$ cat config.mk
export PLATFORM = sky130hd
export DESIGN_NAME = spd_ramp
export DESIGN_NICKNAME = d
export VERILOG_FILES = /design/src/rtl/spd_ramp_pkg.sv /design/src/rtl/spd_step.sv /design/src/rtl/spd_ramp.sv
export SDC_FILE = /design/constraint.sdc
export NUM_CORES = 1
export LEC_CHECK = 0
export ABC_AREA = 1
export CAP_MARGIN = 40
export CORE_ASPECT_RATIO = 1.2
export CORE_MARGIN = 2
export CORE_UTILIZATION = 35
export DETAILED_ROUTE_END_ITERATION = 10
export PLACE_DENSITY = 0.51
export SETUP_SLACK_MARGIN = 0.1
export SYNTH_ARGS = -nofsm -noshare
export SYNTH_HDL_FRONTEND = slang
export SYNTH_SLANG_ARGS = --single-unit
$ cat constraint.sdc
create_clock -name clk -period 4.9 [get_ports clk]
set_clock_uncertainty 0.1 [all_clocks]
set_input_delay 0.98 -clock clk [delete_from_list [all_inputs] [get_ports clk]]
set_output_delay 0.98 -clock clk [all_outputs]
set_load 0.02 [all_outputs]
$ cat src/rtl/spd_ramp_pkg.sv
// Shared types and constants for the dual-channel speed ramp.
package spd_ramp_pkg;

  typedef logic signed [11:0] spd_t;

  typedef enum logic [1:0] {
    IDLE,
    RAMP,
    HOLD,
    STOP
  } ramp_state_t;

  localparam spd_t SPD_MAX = 12'sd2047;
  localparam spd_t SPD_MIN = -12'sd2047;

  // -2048 has no positive mirror, so it is pulled in to -2047 on capture.
  function automatic spd_t sat_tgt(input spd_t v);
    if (v[11] && (v[10:0] == '0)) begin
      return SPD_MIN;
    end
    return v;
  endfunction

endpackage

$ cat src/rtl/spd_step.sv
// One slew-limited step of a single speed channel toward its aim point.
module spd_step
  import spd_ramp_pkg::*;
(
  input  spd_t       cur,
  input  spd_t       tgt,
  input  logic [7:0] step,
  output spd_t       nxt
);

  logic signed [12:0] diff;
  logic signed [12:0] mag;
  logic signed [12:0] stp;
  logic signed [12:0] sum;

  // 13-bit difference cannot overflow for 12-bit operands; result is clamped to the symmetric range.
  always_comb begin
    diff = $signed({tgt[11], tgt}) - $signed({cur[11], cur});
    mag  = diff[12] ? -diff : diff;
    stp  = $signed({5'b0_0000, step});
    sum  = $signed({cur[11], cur}) + (diff[12] ? -stp : stp);
    if (mag <= stp) begin
      nxt = tgt;
    end else if (sum > 13'sd2047) begin
      nxt = SPD_MAX;
    end else if (sum < -13'sd2047) begin
      nxt = SPD_MIN;
    end else begin
      nxt = sum[11:0];
    end
  end

endmodule

$ cat src/rtl/spd_ramp.sv
// Dual-channel slew-rate limiter feeding the motor driver speed inputs.
module spd_ramp
  import spd_ramp_pkg::*;
#(
  parameter int unsigned TICK_DIV = 1024,
  parameter int unsigned STEP     = 16,
  parameter int unsigned BRK_STEP = 32
) (
  input  logic clk,
  input  logic rst,
  input  logic en,
  input  logic estop,
  input  logic tgt_vld,
  input  spd_t lft_tgt,
  input  spd_t rght_tgt,
  output spd_t lft_spd,
  output spd_t rght_spd,
  output logic at_tgt,
  output logic busy
);

  localparam int unsigned    CW       = (TICK_DIV > 2) ? $clog2(TICK_DIV) : 1;
  localparam logic [CW-1:0]  CNT_LAST = CW'(TICK_DIV - 1);
  localparam logic [7:0]     STEP_S   = 8'(STEP);
  localparam logic [7:0]     BRK_S    = 8'(BRK_STEP);

  logic [CW-1:0] cnt;
  logic          tick;
  spd_t          lft_t;
  spd_t          rght_t;
  ramp_state_t   state;

  logic          stopping;
  logic [7:0]    step_sel;
  spd_t          lft_aim;
  spd_t          rght_aim;
  spd_t          lft_nxt;
  spd_t          rght_nxt;
  logic          match;
  logic          zero;

  // Aim at the latched targets while ramping, at zero while braking.
  always_comb begin
    tick     = (cnt == CNT_LAST);
    stopping = (state == STOP);
    step_sel = stopping ? BRK_S : STEP_S;
    lft_aim  = stopping ? '0 : lft_t;
    rght_aim = stopping ? '0 : rght_t;
    match    = (lft_spd == lft_t) && (rght_spd == rght_t);
    zero     = (lft_spd == '0) && (rght_spd == '0);
  end

  spd_step u_step_lft (
    .cur  (lft_spd),
    .tgt  (lft_aim),
    .step (step_sel),
    .nxt  (lft_nxt)
  );

  spd_step u_step_rght (
    .cur  (rght_spd),
    .tgt  (rght_aim),
    .step (step_sel),
    .nxt  (rght_nxt)
  );

  // Free-running ramp tick divider, cleared only by reset.
  always_ff @(posedge clk) begin
    if (rst) begin
      cnt <= '0;
    end else begin
      cnt <= tick ? '0 : cnt + CW'(1);
    end
  end

  // Control FSM with target latches and registered speed/status outputs.
  // Equality checks use the pre-edge target registers, so a target captured on a tick
  // edge only influences the following tick.
  always_ff @(posedge clk) begin
    if (rst) begin
      state    <= IDLE;
      lft_spd  <= '0;
      rght_spd <= '0;
      lft_t    <= '0;
      rght_t   <= '0;
      at_tgt   <= 1'b0;
      busy     <= 1'b0;
    end else if (estop) begin
      state    <= IDLE;
      lft_spd  <= '0;
      rght_spd <= '0;
      lft_t    <= '0;
      rght_t   <= '0;
      at_tgt   <= 1'b0;
      busy     <= 1'b0;
    end else begin
      if (tgt_vld) begin
        lft_t  <= sat_tgt(lft_tgt);
        rght_t <= sat_tgt(rght_tgt);
      end
      unique case (state)
        IDLE: begin
          if (en) begin
            if (match) begin
              state  <= HOLD;
              at_tgt <= 1'b1;
              busy   <= 1'b0;
            end else begin
              state  <= RAMP;
              at_tgt <= 1'b0;
              busy   <= 1'b1;
            end
          end
        end
        RAMP: begin
          if (!en) begin
            state  <= STOP;
            at_tgt <= 1'b0;
            busy   <= 1'b1;
          end else if (tick) begin
            lft_spd  <= lft_nxt;
            rght_spd <= rght_nxt;
          end else if (match) begin
            state  <= HOLD;
            at_tgt <= 1'b1;
            busy   <= 1'b0;
          end
        end
        HOLD: begin
          if (!en) begin
            state  <= STOP;
            at_tgt <= 1'b0;
            busy   <= 1'b1;
          end else if (!match) begin
            state  <= RAMP;
            at_tgt <= 1'b0;
            busy   <= 1'b1;
          end
        end
        STOP: begin
          if (en) begin
            state  <= RAMP;
            at_tgt <= 1'b0;
            busy   <= 1'b1;
          end else if (tick) begin
            lft_spd  <= lft_nxt;
            rght_spd <= rght_nxt;
          end else if (zero) begin
            state  <= IDLE;
            at_tgt <= 1'b0;
            busy   <= 1'b0;
          end
        end
        default: begin
          state  <= IDLE;
          at_tgt <= 1'b0;
          busy   <= 1'b0;
        end
      endcase
    end
  end

endmodule

==> results of run 1 <==
==> layout make-up <==
class | count | share of cell area (%)
sequential | 61 | 16.38
tap | 220 | 3.688
inverter | 174 | 8.801
timing repair buffer | 77 | 9.790
multi-input combinational | 802 | 57.54
clock inverter | 5 | 0.4862
clock buffer | 11 | 3.252
timing repair inverter | 1 | 0.06706
==> cell usage in the layout, fill, tap and decap left out, drive strengths merged, types with 2 or more instances in the layout <==
cell type,synthesis,routed
ha,46,46
nor3,16,16
or2,5,5
nor4,13,13
o21bai,4,4
nand3b,6,6
nand2,323,323
clkdlybuf4s50,0,54
dfxtp,61,61
clkinv,0,2
o21ai,28,28
clkbuf,13,11
nor2,94,94
inv,174,173
clkinvlp,0,5
nand4,27,27
nor3b,5,5
buf,11,23
a211oi,9,9
fa,4,4
nand3,99,99
o211ai,2,2
a21oi,80,80
xnor2,18,18
xor2,13,13
==> stage by stage <==
stage                     area [um2]  hold slack, ns  cells  setup WS, ns  power [uW]
after floorplan                 6295          0.3179   1061        0.3312        1051
after global placement          7127          0.3382   1331        0.2738        1214
after detailed placement        7159          0.3470   1333        0.1547        1215
after CTS                       7438          0.3575   1349        0.1432        1815
after global routing            7463          0.3771   1351        0.1476        1932
final                           7463          0.3537   1351        0.4597        1803
==> repair_timing <==
| action | in CTS | in global routing |
|---|---|---|
| setup buffers | 0 | 1 |
| resized for setup | 0 | 6 |
| endpoints found under the setup margin | 0 | 23 |
==> worst reg2reg max path, delay by kind of cell, from the launching register on <==
family | cells | cell delay [ns]
flops | 1 | 0.34
compound gates | 3 | 0.35
simple gates | 19 | 2.37
buf+inv | 4 | 0.54
fa+ha+maj | 2 | 0.61
==> routing by layer <==
metal,up-vias,global-route usage (%),share of wire [%]
met4,0,6.484,2.2
met2,101,41.55,54
met3,26,2.508,2.6
met1,3039,22.90,41
met5,-,0,0
li1,3562,-,-
==> registers in the layout, summed over array words and instances (netlist names) <==
signal,count
state,2
at_tgt,1
rght_t,12
lft_t,12
cnt,10
rght_spd,12
lft_spd,12
==> power breakdown <==
part / switching, uW / total, uW / internal [uW]
clock: 242 / 598 / 356
sequential: 10.6 / 519 / 508
combinational: 436 / 686 / 250
==> cells by family after synthesis <==
logic type | share of synthesized area (%)
DFF | 19.40
AOI/OAI and AO/OA | 11.81
buffers and inverters | 12.50
and+or+nand+nor | 41.56
xor gates and xnor gates | 4.313
adders and majority gates | 10.42
==> worst paths after layout <==
path,start,to,depth (start not counted),slack [ns]
max,state[1],lft_spd[3],28,0.46
min,cnt[0],cnt[0],1,0.35
max reg2reg,state[1],lft_spd[3],28,0.46
min reg2reg,cnt[0],cnt[0],1,0.35
==> results.sh, run 1 <==
export IMPL_fp_dieW_um=126.4
export IMPL_drcViolationCount=0
export IMPL_clk_pin_slew_worst_paths_ns=0.05
export IMPL_cts_buffers=9
export IMPL_core_region_area_um2=17570
export IMPL_dr_pass1_iters=5
export IMPL_critPathLaunchType="register"
export IMPL_synth_area_top_cells="dfxtp_1 (19%), nand2_1 (19%), inv_1 (10%)"
export IMPL_cts_root_buf="clkbuf_16"
export IMPL_max_freq_ghz=0.2252
export IMPL_port_buffers=54
export IMPL_drive_above_1_share_pct=7.250
export IMPL_ys_types=44
export IMPL_multi_input_area_um2=4294
export IMPL_initial_core_util_pct=35.82
export IMPL_area_growth_pct=18.56
export IMPL_yosysWarnings=0
export IMPL_cp_arrival_ns=4.55
export IMPL_slowest_stage="ha_1"
export IMPL_worstSetupPathType="register to register"
export IMPL_die_y_um=150.9
export IMPL_clockBufferDepth=2
export IMPL_ir_drop_v=0.0001647
export IMPL_utilization_pct=42.47
export IMPL_grt_ovfl_total=0
export IMPL_cts_tree="built"
export IMPL_end_kind="register"
export IMPL_grt_pass1_wl_mm=31.71
export IMPL_ant_nets=0
export IMPL_gp_congestion=0.8555
export IMPL_rows=53
export IMPL_synthTopCellsByCount="nand2_1 (311), inv_1 (172), nand3_1 (92)"
export IMPL_slew_viol_final=0
export IMPL_finalWirelength_mm=20.05
export IMPL_synthArstFlopShare_pct=0
export IMPL_avgSynthCellArea_um2=5.933
export IMPL_rsz0062_at_grt="no"
export IMPL_grt_max_degree=30
export IMPL_drt_initial_drc_count=321
export IMPL_synth_seq_area_share_pct=19.40
export IMPL_routedWlPerCell_um=14.84
export IMPL_syn_nets=1140
export IMPL_synth_area_um2=6295
export IMPL_crit_family="simple AND/OR/NAND/NOR gates"
export IMPL_p_per_area_nw_per_um2=241.5
export IMPL_regArea_um2=1222
export IMPL_min_period_over_period_pct=90.62
export IMPL_cts_sinks=61
export IMPL_synth_top_area_share_pct=19.40
export IMPL_antenna_found_initial=0
export IMPL_status="completed"
export IMPL_vias=6728
export IMPL_cp_buffers_inverters=4
export IMPL_diodes=0
export IMPL_viasPerCell=4.980
export IMPL_cp_common_cell="nand2_1"
export IMPL_period_minus_slack_ns=4.440
export IMPL_hold_violations=0
export IMPL_clk_latency_ns=0.34
export IMPL_leakage_uw=0.003657
export IMPL_h_tree_depth=3
export IMPL_dp_hpwl_mm=16.61
export IMPL_ios=55
export IMPL_cts_hold_buf=0
export IMPL_nets=1205
export IMPL_die_area_um2=19080
export IMPL_num_fill_cells=1954
export IMPL_cap_violations=0
export IMPL_setup_viol=0
export IMPL_cp_required_ns=5.01
export IMPL_yosys_area_top_type="dfxtp_1"
export IMPL_min_path_type="register to register"
export IMPL_globalRouteTotalUtil_pct=20.92
export IMPL_setup_tns_ns=0
export IMPL_worstMarginPinSlew_ns=0.6399
export IMPL_grt_pass1_vias=6459
export IMPL_cp_max_fo=11
export IMPL_synth_most_common_cell="nand2_1"
export IMPL_ys_flop_type="dfxtp_1"
export IMPL_synth_edff_count=0
export IMPL_synth_seq_cells=61
export IMPL_slew_headroom_pct=57.29
export IMPL_slowest_delay_ns=0.35
export IMPL_synth_cells=1061
Note: power is estimated with default switching activity, not from simulation.
==> run 2: changes to the inputs <==
--- a/config.mk
+++ b/config.mk
@@ -9,9 +9,10 @@
 export CAP_MARGIN = 40
 export CORE_ASPECT_RATIO = 1.2
 export CORE_MARGIN = 2
-export CORE_UTILIZATION = 35
+export CORE_UTILIZATION = 60
 export DETAILED_ROUTE_END_ITERATION = 10
-export PLACE_DENSITY = 0.51
+export MAX_ROUTING_LAYER = met4
+export PLACE_DENSITY = 0.8
 export SETUP_SLACK_MARGIN = 0.1
 export SYNTH_ARGS = -nofsm -noshare
 export SYNTH_HDL_FRONTEND = slang
==> results.sh, run 2 (same netlist as run 1, synthesis figures left out) <==
export IMPL_grt_pass1_wl_mm=28.92
export IMPL_cp_max_fo=17
export IMPL_total_power_uw=1817
export IMPL_antenna_found_initial=0
export IMPL_ant_nets=0
export IMPL_slew_viol_final=0
export IMPL_grt_ovfl_total=0
export IMPL_max_freq_ghz=0.2254
export IMPL_core_region_area_um2=10110
export IMPL_die_area_um2=11330
export IMPL_critPathLaunchType="register"
export IMPL_viasPerCell=5.573
export IMPL_ir_drop_v=0.0001679
export IMPL_cts_tree="built"
export IMPL_drcViolationCount=0
export IMPL_slew_headroom_pct=41.78
export IMPL_finalWirelength_mm=17.97
export IMPL_end_kind="register"
export IMPL_dr_pass1_iters=6
export IMPL_area_growth_pct=15.44
export IMPL_h_tree_depth=3
export IMPL_globalRouteTotalUtil_pct=32.46
export IMPL_grt_pass1_vias=6306
export IMPL_clk_latency_ns=0.33
export IMPL_slowest_delay_ns=0.46
export IMPL_cap_violations=0
export IMPL_vias=6949
export IMPL_grt_max_degree=39
export IMPL_gp_congestion=0.9684
export IMPL_worstMarginPinSlew_ns=0.8723
export IMPL_worstSetupPathType="register to register"
export IMPL_cts_sinks=61
export IMPL_cp_required_ns=5.00
export IMPL_p_per_area_nw_per_um2=250.1
export IMPL_port_buffers=54
export IMPL_hold_depth=1
export IMPL_cts_hold_buf=0
export IMPL_layout_commonest_cell="nand2_1"
export IMPL_rows=40
export IMPL_final_cell_mix="nand2_1 (310), inv_1 (171), nand3_1 (92)"
export IMPL_dp_hpwl_mm=14.21
export IMPL_min_period_over_period_pct=90.54
export IMPL_nets=1195
export IMPL_routedWlPerCell_um=14.41
export IMPL_hold_violations=0
export IMPL_rsz0062_at_grt="no"
export IMPL_min_path_type="register to register"
export IMPL_ios=55
export IMPL_r2r_worst_path_cells=28
export IMPL_cp_buffers_inverters=3
export IMPL_clk_pin_slew_worst_paths_ns=0.06
export IMPL_initial_core_util_pct=62.26
export IMPL_status="completed"
export IMPL_period_minus_slack_ns=4.436
export IMPL_diodes=0
export IMPL_leakage_uw=0.003621
export IMPL_cp_depth=28
export IMPL_cts_root_buf="clkbuf_16"
export IMPL_cp_common_cell="nand2_1"
export IMPL_drive_above_1_share_pct=6.244
export IMPL_fp_dieW_um=97.50
export IMPL_setup_tns_ns=0
export IMPL_cts_buffers=9
export IMPL_slowest_stage="fa_1"
export IMPL_crit_family="simple AND/OR/NAND/NOR gates"
export IMPL_setup_viol=0
export IMPL_drt_initial_drc_count=407
export IMPL_cp_arrival_ns=4.53
export IMPL_die_y_um=116.2
export IMPL_clockBufferDepth=2
-- run 2: cell count changes in the layout (fill, tap and decap cells not counted), sizes merged --
cell           previous run  this run
buf                      23        13
bufinv                    0         1
inv                     173       174
clkinvlp                  5         2
clkbuf                   11        10
clkdlybuf4s15             0         1
clkinv                    2         3
-- run 2: what timing repair did --
action	CTS	global route
endpoints found under the setup margin	0	22
gates resized for setup	0	5
setup buffers	0	1
-- run 2: area by class of cell --
type,count,area (um2)
inverter,174,653.1
multi-input combinational,802,4293
timing repair buffer,68,649.4
clock buffer,10,229.0
sequential,61,1221
clock inverter,6,63.81
fill,919,2843
tap,126,157.7
-- run 2: worst paths after layout --
check | from | to | slack (ns)
worst max register to register | state[0] | lft_spd[1] | 0.46
worst max-delay path | state[0] | lft_spd[1] | 0.46
worst min register to register | cnt[0] | cnt[0] | 0.34
worst min-delay path | cnt[0] | cnt[0] | 0.34
-- run 2: metal layers --
metal / GRT usage (%) / wire length [um] / up-vias
li1: - / - / 3536
met3: 3.591 / 949 / 74
met4: 17.22 / 898 / 0
met1: 35.74 / 7174 / 3109
met5: - / 0 / -
met2: 58.11 / 8950 / 230
-- run 2: per-stage QoR --
stage / cell area (um2) / instances / hold slack (ns) / utilization, % / setup slack [ns]
detailed placement: 6960 / 1230 / 0.3359 / 68.85 / 0.2918
floorplan: 6295 / 1061 / 0.3179 / - / 0.3312
finish: 7267 / 1247 / 0.3421 / 71.88 / 0.4635
global placement: 6949 / 1229 / 0.3300 / 68.74 / 0.4009
global route: 7267 / 1247 / 0.3640 / 71.88 / 0.08799
CTS: 7253 / 1246 / 0.3489 / 71.75 / 0.2773
-- run 2: power breakdown --
part           switching, uW  internal [uW]
Combinational            431            248
Clock                    229            392
Sequential              9.13            508
